**src/rtl/pc_pipe_ctrl_pkg.sv**
```systemverilog
// Shared types and defaults for the fetch-counter / pipeline sequencer.
package pc_pipe_ctrl_pkg;

  localparam int unsigned ADDR_W_DEF   = 5;
  localparam int unsigned RESET_PC_DEF = 1;

  typedef enum logic [1:0] {
    ST_IDLE  = 2'd0,
    ST_RUN   = 2'd1,
    ST_STALL = 2'd2,
    ST_HALT  = 2'd3
  } state_t;

endpackage

```
**src/rtl/pc_pipe_ctrl_stage.sv**
```systemverilog
// One pipeline stage register: address plus valid bit.
// clr drops the valid bit and keeps the address; it takes priority over we.
module pipe_stage_reg #(
  parameter int unsigned ADDR_W = 5
) (
  input  logic              clk,
  input  logic              rst,
  input  logic              we,
  input  logic              clr,
  input  logic [ADDR_W-1:0] d,
  input  logic              d_valid,
  output logic [ADDR_W-1:0] q,
  output logic              q_valid
);

  always_ff @(posedge clk) begin
    if (rst) begin
      q       <= '0;
      q_valid <= 1'b0;
    end else if (clr) begin
      q_valid <= 1'b0;
    end else if (we) begin
      q       <= d;
      q_valid <= d_valid;
    end
  end

endmodule

```
**src/rtl/pc_pipe_ctrl.sv**
```systemverilog
// Program-counter sequencer with two trailing pipeline stages and a sticky halt.
// Requests are arbitrated as rst > halt > jump > stall > en.
module pc_pipe_ctrl
  import pc_pipe_ctrl_pkg::*;
#(
  parameter int unsigned ADDR_W   = ADDR_W_DEF,
  parameter int unsigned RESET_PC = RESET_PC_DEF
) (
  input  logic              clk,
  input  logic              rst,
  input  logic              en,
  input  logic              stall_req,
  input  logic              jump_req,
  input  logic [ADDR_W-1:0] jump_addr,
  input  logic              halt_req,
  output logic [ADDR_W-1:0] pc,
  output logic [ADDR_W-1:0] s1_pc,
  output logic              s1_valid,
  output logic [ADDR_W-1:0] s2_pc,
  output logic              s2_valid,
  output logic              pc_we,
  output logic              stg_we,
  output logic [1:0]        state,
  output logic              halted
);

  state_t            state_q;
  state_t            state_nxt;
  logic [ADDR_W-1:0] pc_q;
  logic              advance;
  logic              jump_ld;
  logic              drain;

  // Drain shifts the stages with a bubble entering stage 1, so work
  // already in flight retires while the counter stays frozen.
  always_comb begin
    advance   = 1'b0;
    jump_ld   = 1'b0;
    drain     = 1'b0;
    state_nxt = state_q;
    if (!rst) begin
      unique case (state_q)
        ST_IDLE: begin
          if (halt_req)  state_nxt = ST_HALT;
          else if (en)   state_nxt = ST_RUN;
        end
        ST_RUN, ST_STALL: begin
          if (halt_req) begin
            state_nxt = ST_HALT;
            drain     = s1_valid | s2_valid;
          end else if (jump_req) begin
            state_nxt = ST_RUN;
            jump_ld   = 1'b1;
          end else if (stall_req) begin
            state_nxt = ST_STALL;
          end else if (en) begin
            state_nxt = ST_RUN;
            advance   = 1'b1;
          end else begin
            state_nxt = ST_IDLE;
          end
        end
        ST_HALT: begin
          drain = s1_valid | s2_valid;
        end
        default: state_nxt = ST_IDLE;
      endcase
    end
  end

  assign pc_we  = advance | jump_ld;
  assign stg_we = advance | jump_ld | drain;

  always_ff @(posedge clk) begin
    if (rst) begin
      state_q <= ST_IDLE;
      pc_q    <= ADDR_W'(RESET_PC);
    end else begin
      state_q <= state_nxt;
      if (jump_ld)      pc_q <= jump_addr;
      else if (advance) pc_q <= pc_q + ADDR_W'(1);
    end
  end

  pipe_stage_reg #(.ADDR_W(ADDR_W)) u_s1 (
    .clk     (clk),
    .rst     (rst),
    .we      (stg_we),
    .clr     (jump_ld),
    .d       (pc_q),
    .d_valid (advance),
    .q       (s1_pc),
    .q_valid (s1_valid)
  );

  pipe_stage_reg #(.ADDR_W(ADDR_W)) u_s2 (
    .clk     (clk),
    .rst     (rst),
    .we      (stg_we),
    .clr     (jump_ld),
    .d       (s1_pc),
    .d_valid (s1_valid),
    .q       (s2_pc),
    .q_valid (s2_valid)
  );

  assign pc     = pc_q;
  assign state  = state_q;
  assign halted = (state_q == ST_HALT) && !s1_valid && !s2_valid;

endmodule
```
**config.mk**
```make
export PLATFORM = sky130hd
export DESIGN_NAME = pc_pipe_ctrl
export DESIGN_NICKNAME = d
export VERILOG_FILES = /design/src/rtl/pc_pipe_ctrl_pkg.sv /design/src/rtl/pc_pipe_ctrl_stage.sv /design/src/rtl/pc_pipe_ctrl.sv
export SDC_FILE = /design/constraint.sdc
export NUM_CORES = 1
export LEC_CHECK = 0
export ABC_CLOCK_PERIOD_IN_PS = 6050
export BUFFER_PORTS_ARGS = -buffer_cell sky130_fd_sc_hd__buf_2
export CAP_MARGIN = 40
export CORE_MARGIN = 2
export CORE_UTILIZATION = 40
export DETAILED_ROUTE_END_ITERATION = 10
export GPL_ROUTABILITY_DRIVEN = 0
export PLACE_DENSITY_LB_ADDON = 0.1
export SYNTH_ARGS = -nofsm -noshare
export SYNTH_HDL_FRONTEND = slang
export SYNTH_HIERARCHICAL = 1
export SYNTH_SLANG_ARGS = --single-unit
```
**constraint.sdc**
```tcl
create_clock -name clk -period 6.05 [get_ports clk]
set_input_delay 0.3025 -clock clk [delete_from_list [all_inputs] [get_ports clk]]
set_output_delay 0.3025 -clock clk [all_outputs]
set_load 0.1 [all_outputs]
```
# ---- After elaboration in Yosys (flattened, before gate mapping)
# Index checks and enable logic that the tools add are counted.
dict set report op_classes {
  muxes 22
  eq_ne 4
  n_bitwise 4
  add_sub_neg 1
  reduce_logical 11
}
# op n
set ops {}
lappend ops {{$mux W1} 13}
lappend ops {{$mux W2} 5}
lappend ops {{$mux W5} 2}
lappend ops {{$add A5 B1 Y5 const B} 1}
lappend ops {{$eq A2 B2 Y1 const B} 2}
lappend ops {{$pmux W2 S2} 1}
lappend ops {{$reduce_and A2 Y1} 2}
lappend ops {{$reduce_bool A2 Y1} 2}
lappend ops {{$reduce_or A2 Y1} 2}
lappend ops {{$ne A3 B3 Y1 const B} 1}
lappend ops {{$or A1 B1 Y1} 3}
lappend ops {{$eq A2 B1 Y1 const B} 1}
lappend ops {{$logic_and A1 B1 Y1} 2}
lappend ops {{$logic_not A1 Y1} 2}
lappend ops {{$logic_not A2 Y1} 1}
lappend ops {{$pmux W1 S2} 1}
lappend ops {{$not A1 Y1} 1}
dict set report word_totals {
  elab_cells 48
  in_bits 11
  out_inout_bits 22
  regBits 19
}

# ---- Depth between registers and ports, before layout
# Gate-level depths: netlist (run 1).
dict set report logic_depth {
  ltp_word 9
  depth_mapped 7
  depth_no_buf 7
}

# ---- Hierarchy
# Netlist (run 1), hierarchy kept.
# mod area_each_um2 instances seq_area_each_um2 cells_each
set by_module_without_submodules {}
lappend by_module_without_submodules {pipe_stage_reg 286.5 2 120.1 25}
lappend by_module_without_submodules {pc_pipe_ctrl 545.5 1 140.1 66}

# ---- Worst setup path after synthesis (run 1)
# No wires, ideal clock.
dict set report synth_path {
  path_type {reg2reg}
  from {reg state_q[0] (netlist: state[0])}
  to {reg u_s1.q[1]}
  path_slack_ns 1.575
  period_less_slack_ns 4.475
  required_time_ns 5.925
  path_buffers 0
  setup_time_ns 0.125
  path_stages_with_launch 7
  t_arrival_ns 4.350
  path_cell_list {dfxtp_1 -> inv_1 -> ha_1 -> or2b_1 -> o22ai_1 -> and2b_4 -> o21ai_2}
}
dict set report synth_via {
  elab_chain_cells 7
  word_cells_on_any_way 14
  cone_classes {eq/ne: 3; mux: 6; bitwise: 3; reduce/logical: 2}
}
# item line
set synth_lines {}
lappend synth_lines {{start: declaration} pc_pipe_ctrl.sv:27} ;# state_t state_q;
lappend synth_lines {{start signal: assignment} pc_pipe_ctrl.sv:79} ;# state_q <= state_nxt;
lappend synth_lines {{$eq A2 B1 Y1 / $eq A2 B2 Y1 (equally long branches)} pc_pipe_ctrl.sv:42} ;# unique case (state_q)
lappend synth_lines {{$reduce_or A2 Y1} pc_pipe_ctrl.sv:42}
lappend synth_lines {{$mux W1} pc_pipe_ctrl.sv:42}
lappend synth_lines {{$mux W1} pc_pipe_ctrl.sv:41} ;# if (!rst) begin
lappend synth_lines {{$or A1 B1 Y1} pc_pipe_ctrl.sv:72} ;# assign stg_we = advance | jump_ld | drain;
lappend synth_lines {{$or A1 B1 Y1 (*)} pc_pipe_ctrl.sv:72}
lappend synth_lines {{named net stg_we} pc_pipe_ctrl.sv:22} ;# output logic stg_we,
lappend synth_lines {{$reduce_and A2 Y1 (no source line) (*)} --}
lappend synth_lines {{end signal: assignment} pc_pipe_ctrl_stage.sv:18} ;# q <= '0;
lappend synth_lines {{end signal: assignment} pc_pipe_ctrl_stage.sv:23} ;# q <= d;
lappend synth_lines {{end: declaration} pc_pipe_ctrl_stage.sv:12} ;# output logic [ADDR_W-1:0] q,
# Mark *: on every way through the listed nets, which the timed path passes. The rest lies on a longest branch.
# A chain may end at the register's enable or synchronous reset.

# ---- Worst setup path in the final report (run 1)
dict set report layout_path {
  from {reg state_q[0] (netlist: state[0])}
  to {out stg_we}
}
dict set report layout_via {
  elab_chain_cells 6
  word_cells_on_any_way 12
  cone_classes {eq/ne: 3; mux: 6; bitwise: 2; reduce/logical: 1}
}
# item line
set layout_lines {}
lappend layout_lines {{$eq A2 B1 Y1 / $eq A2 B2 Y1 (equally long branches)} pc_pipe_ctrl.sv:42}
lappend layout_lines {{$reduce_or A2 Y1} pc_pipe_ctrl.sv:42}
lappend layout_lines {{$mux W1} pc_pipe_ctrl.sv:42}
lappend layout_lines {{$mux W1} pc_pipe_ctrl.sv:41}
lappend layout_lines {{$or A1 B1 Y1} pc_pipe_ctrl.sv:72}
lappend layout_lines {{$or A1 B1 Y1 (*)} pc_pipe_ctrl.sv:72}
lappend layout_lines {{end: declaration} pc_pipe_ctrl.sv:22}
# Mark *: on every way between the ends. The rest lies on a longest branch, timed or not.

==> flow_metrics.tcl, run 1 <==
set metrics [dict create \
    cts.reportedPaths.clkPinSlew_ns 0.11 \
    ff_latch_area_um2 380 \
    ys_seq_elements 19 \
    postCtsSetupBuffers 0 \
    design.core.area_mm2 0.00271 \
    drtAntennaViolNets 0 \
    synth_edf_count 0 \
    dp_hpwl_um 1780 \
    port_buffers 32 \
    cp-start-kind "flop" \
    start_util_pct 41.3 \
    grt_pass1_wl_um 3990 \
    dieWidth_um 56.9 \
    timing.setup.tns_ns 0 \
    hold_viol_final 0 \
    area_growth_pct 18.7 \
    drt_iter0_markers 30 \
    async_flop_share_pct 0 \
    fillerInstances 281 \
    syn_avg_cell_area_um2 9.64 \
    grt_start_max_net_pins 35 \
    final_nets 165 \
    path_class "flop to output pin" \
    pin_count 33 \
    drive_gt1_share_pct 37.6 \
    antenna_found_initial 0 \
    fp-row-count 19 \
    clock_sinks 19 \
    grt_usage_pct 15.6 \
    power_switching_uw 285 \
    fmax_mhz 378 \
    drv_cap 0 \
    diodes 0 \
    netSwitchingFraction_pct 54.5 \
    maxSlewHeadroom_pct 48.2 \
    leakagePower_nw 0.567 \
    first_pass_iters 4 \
    cts_root_buf "clkbuf_4" \
    clkLatencyLatePin_ns 0.29 \
    hold_buffers 0 \
    wl_per_cell_um 13.5 \
    routed_via_density 5.42 \
    p_seq_share_pct 30.7 \
    final_cell_mix "32 x buf_2, 19 x dfxtp_1, 10 x nand2b_1, 10 x nand4bb_1, 10 x o21ai_2" \
    dr_wl_met3_um 139 \
    layout_commonest_cell "buf_2" \
    crit_path_max_fanout 15 \
    tightest_slew_ns 0.773 \
    seq_area_frac_synth_pct 34.0 \
    internal_power_uw 238 \
    crit_arrival_ns 2.34 \
    setup_viol 0 \
    yosys_warnings 6 \
    drc 0 \
    grt_overflow 0 \
    top_layer "met4" \
    synth_ff_type "dfxtp_1" \
    grt_pass1_vias 888 \
    synth.distinct_cells 41 \
    clockBufferDepth 2 \
    worst_ir_drop_vdd_mv 0.350 \
    wl_met2_um 1030 \
    cp-end-kind "output pin" \
    cts_tree "built" \
    worstHoldPathType "primary input to flop" \
    multiInputGateArea_um2 691 \
    wl_met1_um 1240 \
    power_frac_comb_pct 56.9 \
    drt_wl_total_um 2430 \
    finalCritPeriodShare_pct 43.8 \
    worst_hold_slack_ns 0.252 \
    netlist_area_mm2 0.00112 \
    rsz0062_at_grt "no" \
    ctsHtreeMaxLevel 1 \
    vias 975 \
    power_density_mw_per_mm2 394 \
    cts_resized 0 \
    cts_inserted_buffers 3 \
    maxSlewViolCount 0 \
    fp.dieH_um 56.9 \
    period_needed_ns 2.65 \
    synthesis.nets 131 \
    skew_ns 0.00180 \
    worst_ep_required_time_ns 5.75 \
    syn_inst 116 \
    status "finished clean" \
    power_frac_clock_pct 12.4 \
    die-area_mm2 0.00324 \
]
==> critical path: stages (launching register included) <==
cell	delay (ns)
dfxtp_1	0.39
inv_1	0.08
ha_1	0.37
or2b_1	0.33
o22ai_1	0.19
buf_4	0.23
buf_2	0.46
==> registers in the layout, indices dropped and copies added (netlist names) <==
register / cells
pc: 5
state: 2
u_s1/q: 5
u_s1/q_valid: 1
u_s2/q: 5
u_s2/q_valid: 1
==> layer usage <==
metal | track usage (%) | up-vias
met2 | 24.3 | 28
met1 | 21.5 | 445
met3 | 3.23 | 2
met5 | 0 | -
li1 | - | 500
met4 | 4.98 | 0
==> cells in the mapped netlist (2+ instances only) <==
| library cell | number | area [um^2] |
|---|---|---|
| a311oi_1 | 2 | 17.5 |
| mux2i_1 | 2 | 20.0 |
| o21bai_1 | 3 | 22.5 |
| and2b_4 | 2 | 20.0 |
| nand2_1 | 3 | 11.3 |
| nor3_2 | 2 | 20.0 |
| a31oi_1 | 3 | 18.8 |
| o211ai_1 | 2 | 15.0 |
| a211oi_1 | 2 | 15.0 |
| nor2_1 | 4 | 15.0 |
| nand4bb_1 | 10 | 113 |
| buf_2 | 2 | 10.0 |
| ha_1 | 4 | 50.1 |
| nand3_1 | 2 | 10.0 |
| dfxtp_1 | 19 | 380 |
| a21oi_1 | 4 | 20.0 |
| nor2b_1 | 2 | 12.5 |
| nand2b_1 | 10 | 62.6 |
| o21ai_0 | 2 | 10.0 |
| o21ai_2 | 10 | 87.6 |
| inv_1 | 6 | 22.5 |
==> cell type report <==
cell class | instances | area share [%]
Clock buffer | 3 | 1.70
Clock inverter | 1 | 0.377
Inverter | 6 | 1.70
Multi-Input combinational cell | 87 | 52.0
Sequential cell | 19 | 28.7
Tap cell | 31 | 2.92
Timing Repair Buffer | 33 | 12.6
==> final timing paths <==
path           startpoint         to  slack, ns  cells past startpoint
max reg2reg      state[0]  u_s1/q[4]       3.80                      6
min reg2reg     u_s2/q[2]  u_s2/q[2]       0.48                      2
min          jump_addr[0]      pc[0]       0.25                      3
max              state[0]     stg_we       3.40                      6
==> cell families after synthesis <==
group,count (synthesis),synth area share [%]
AND/OR/NAND/NOR,48,32.6
AO/OA/AOI/OAI,32,22.1
flip-flops,19,34.0
buffers and inverters,10,4.25
adder cells (fa/ha/maj),4,4.47
multiplexers,2,1.79
XOR/XNOR,1,0.783
==> power by group through the flow <==
| stage | sequential, mW | clock, mW | combinational (mW) |
|---|---|---|---|
| 2_1_floorplan | 0.274 | 0 | 0.137 |
| 3_3_place_gp | 0.162 | 0 | 0.296 |
| 3_5_place_dp | 0.163 | 0 | 0.297 |
| 4_1_cts | 0.160 | 0.0687 | 0.298 |
| 5_1_grt | 0.163 | 0.0759 | 0.316 |
| 6_report | 0.160 | 0.0648 | 0.297 |
==> metrics by stage <==
step / std cells / worst slack [ns] / power (mW) / area [um^2] / utilization [%]
6_report: 180 / 3.40 / 0.522 / 1330 / 49.0
5_1_grt: 180 / 3.23 / 0.555 / 1330 / 49.0
4_1_cts: 180 / 3.39 / 0.527 / 1330 / 49.0
3_5_place_dp: 176 / 3.74 / 0.460 / 1300 / 48.0
3_3_place_gp: 176 / 3.79 / 0.458 / 1300 / 48.0
2_1_floorplan: 116 / 1.58 / 0.411 / 1120 / -
No activity file was read; power rests on OpenSTA's default activity.
==> inputs of run 2 (changes only) <==
Settings changed: ABC_CLOCK_PERIOD_IN_PS 6050 to 2500.
Clock period 6.05 ns to 2.5 ns, I/O delays scaled along.
==> flow_metrics.tcl, run 2 (synthesis gave the netlist of run 1 again) <==
set metrics [dict create \
    clockBufferDepth 2 \
    routed_via_density 5.47 \
    netSwitchingFraction_pct 53.5 \
    drt_wl_total_um 2570 \
    power_mw 1.33 \
    place_ws_ns 0.489 \
    final_cell_mix "32 x buf_2, 15 x dfxtp_1, 10 x nand2b_1, 10 x nand4bb_1, 10 x o21ai_2" \
    reg2reg_slack_ns 0.63 \
    power_switching_uw 713 \
    drive_gt1_share_pct 45.0 \
    cts_resized 0 \
    vias 985 \
    grt_pass1_wl_um 4260 \
    fmax_mhz 424 \
    power_frac_comb_pct 58.1 \
    fillerInstances 282 \
    drt_iter0_markers 15 \
    leakagePower_nw 0.575 \
    p_seq_share_pct 29.9 \
    fp.dieH_um 56.9 \
    start_util_pct 41.3 \
    worst_ep_required_time_ns 2.38 \
    skew_ns 0.00108 \
    dieWidth_um 56.9 \
    grt_pass1_vias 921 \
    finalCritPeriodShare_pct 94.4 \
    cp-end-kind "output pin" \
    status "finished clean" \
    maxSlewViolCount 0 \
    crit_start "state[0]" \
    first_pass_iters 3 \
    period_needed_ns 2.36 \
    post-place-cells 176 \
    critPathMaxStageDelay_ns 0.52 \
    clkLatencyLatePin_ns 0.30 \
    setup_ws_ns 0.141 \
    drv_cap 0 \
    ctsHtreeMaxLevel 1 \
    area_growth_pct 22.9 \
    crit_chain "inv_2, ha_4, or2b_4, o22ai_4, buf_2" \
    crit_arrival_ns 2.23 \
    internal_power_uw 620 \
    cts_root_buf "clkbuf_4" \
    wl_per_cell_um 14.3 \
    worstHoldPathType "primary input to flop" \
    layout_commonest_cell "buf_2" \
    dp_hpwl_um 1860 \
    power_density_mw_per_mm2 969 \
    cts.reportedPaths.clkPinSlew_ns 0.11 \
    grt_overflow 0 \
    drtAntennaViolNets 0 \
    tightest_slew_ns 0.539 \
    final_nets 165 \
    rsz0062_at_grt "no" \
    cts_inserted_buffers 3 \
    power_frac_clock_pct 12.0 \
    path_class "flop to output pin" \
    worst_hold_slack_ns 0.0563 \
    pin_count 33 \
    crit_path_max_fanout 15 \
    setup_viol 0 \
    antenna_found_initial 0 \
    die-area_mm2 0.00324 \
    grt_start_max_net_pins 35 \
    hold_path_startpoint "jump_addr[0]" \
    drc 0 \
    fin_cells 180 \
    port_buffers 32 \
    clock_sinks 19 \
    postCtsSetupBuffers 0 \
    cts_tree "built" \
    cp-start-kind "flop" \
    diodes 0 \
    timing.setup.tns_ns 0 \
    r2r-start "state[0]" \
    hold_buffers 0 \
    maxSlewHeadroom_pct 63.6 \
    worst_ir_drop_vdd_mv 0.747 \
    design.core.area_mm2 0.00271 \
    fp-row-count 19 \
    hold_viol_final 0 \
    slowest_stage "buf_2" \
    grt_usage_pct 16.7 \
]
[run 2: cell counts in the layout (fill, tap and decap cells not counted)]
Identical to the previous run, type by type.
[run 2: path summary, 6_finish.rpt]
path,end,cells past startpoint
worst min register to register,u_s2/q[3],2
worst min-delay path,pc[0],3
worst max-delay path,stg_we,5
worst max register to register,u_s1/q[1],6
[run 2: metal layers]
metal,vias to the layer above,GRT usage (%),routed length (um)
met4,0,5.98,17
li1,500,-,-
met2,20,25.6,1110
met1,463,23.3,1320
met3,2,3.23,120
met5,-,0,0
[run 2: metrics by stage]
step	area, um^2	util, %
final	1380	50.7
after global routing	1380	50.7
after CTS	1380	50.7
after detailed placement	1350	49.7
after global placement	1350	49.7
after floorplan	1170	-
[run 2: final cells by class]
| class | instances | area [um^2] | share of cell area, % |
|---|---|---|---|
| Inverter | 6 | 22.5 | 1.64 |
| Timing Repair Buffer | 33 | 168 | 12.2 |
| Multi-Input combinational cell | 87 | 728 | 53.0 |
| Clock buffer | 3 | 22.5 | 1.64 |
| Tap cell | 31 | 38.8 | 2.82 |
| Clock inverter | 1 | 5.00 | 0.364 |
| Sequential cell | 19 | 390 | 28.4 |
[run 2: power by group through the flow]
| stage | Clock, mW | Combinational, mW | Sequential (mW) |
|---|---|---|---|
| finish | 0.160 | 0.774 | 0.398 |
| global route | 0.184 | 0.817 | 0.406 |
| CTS | 0.169 | 0.775 | 0.399 |
| detailed placement | 0 | 0.770 | 0.405 |
| global placement | 0 | 0.769 | 0.404 |
| floorplan | 0 | 0.377 | 0.675 |
[run 2: worst max-delay path, delay by kind of cell, from the launching register on]
family                     cells  cell delay (ns)
buffers and inverters          2             0.57
DFF                            1             0.38
AOI/OAI and AO/OA              1             0.39
and+or+nand+nor                1             0.31
adders and majority gates      1             0.29
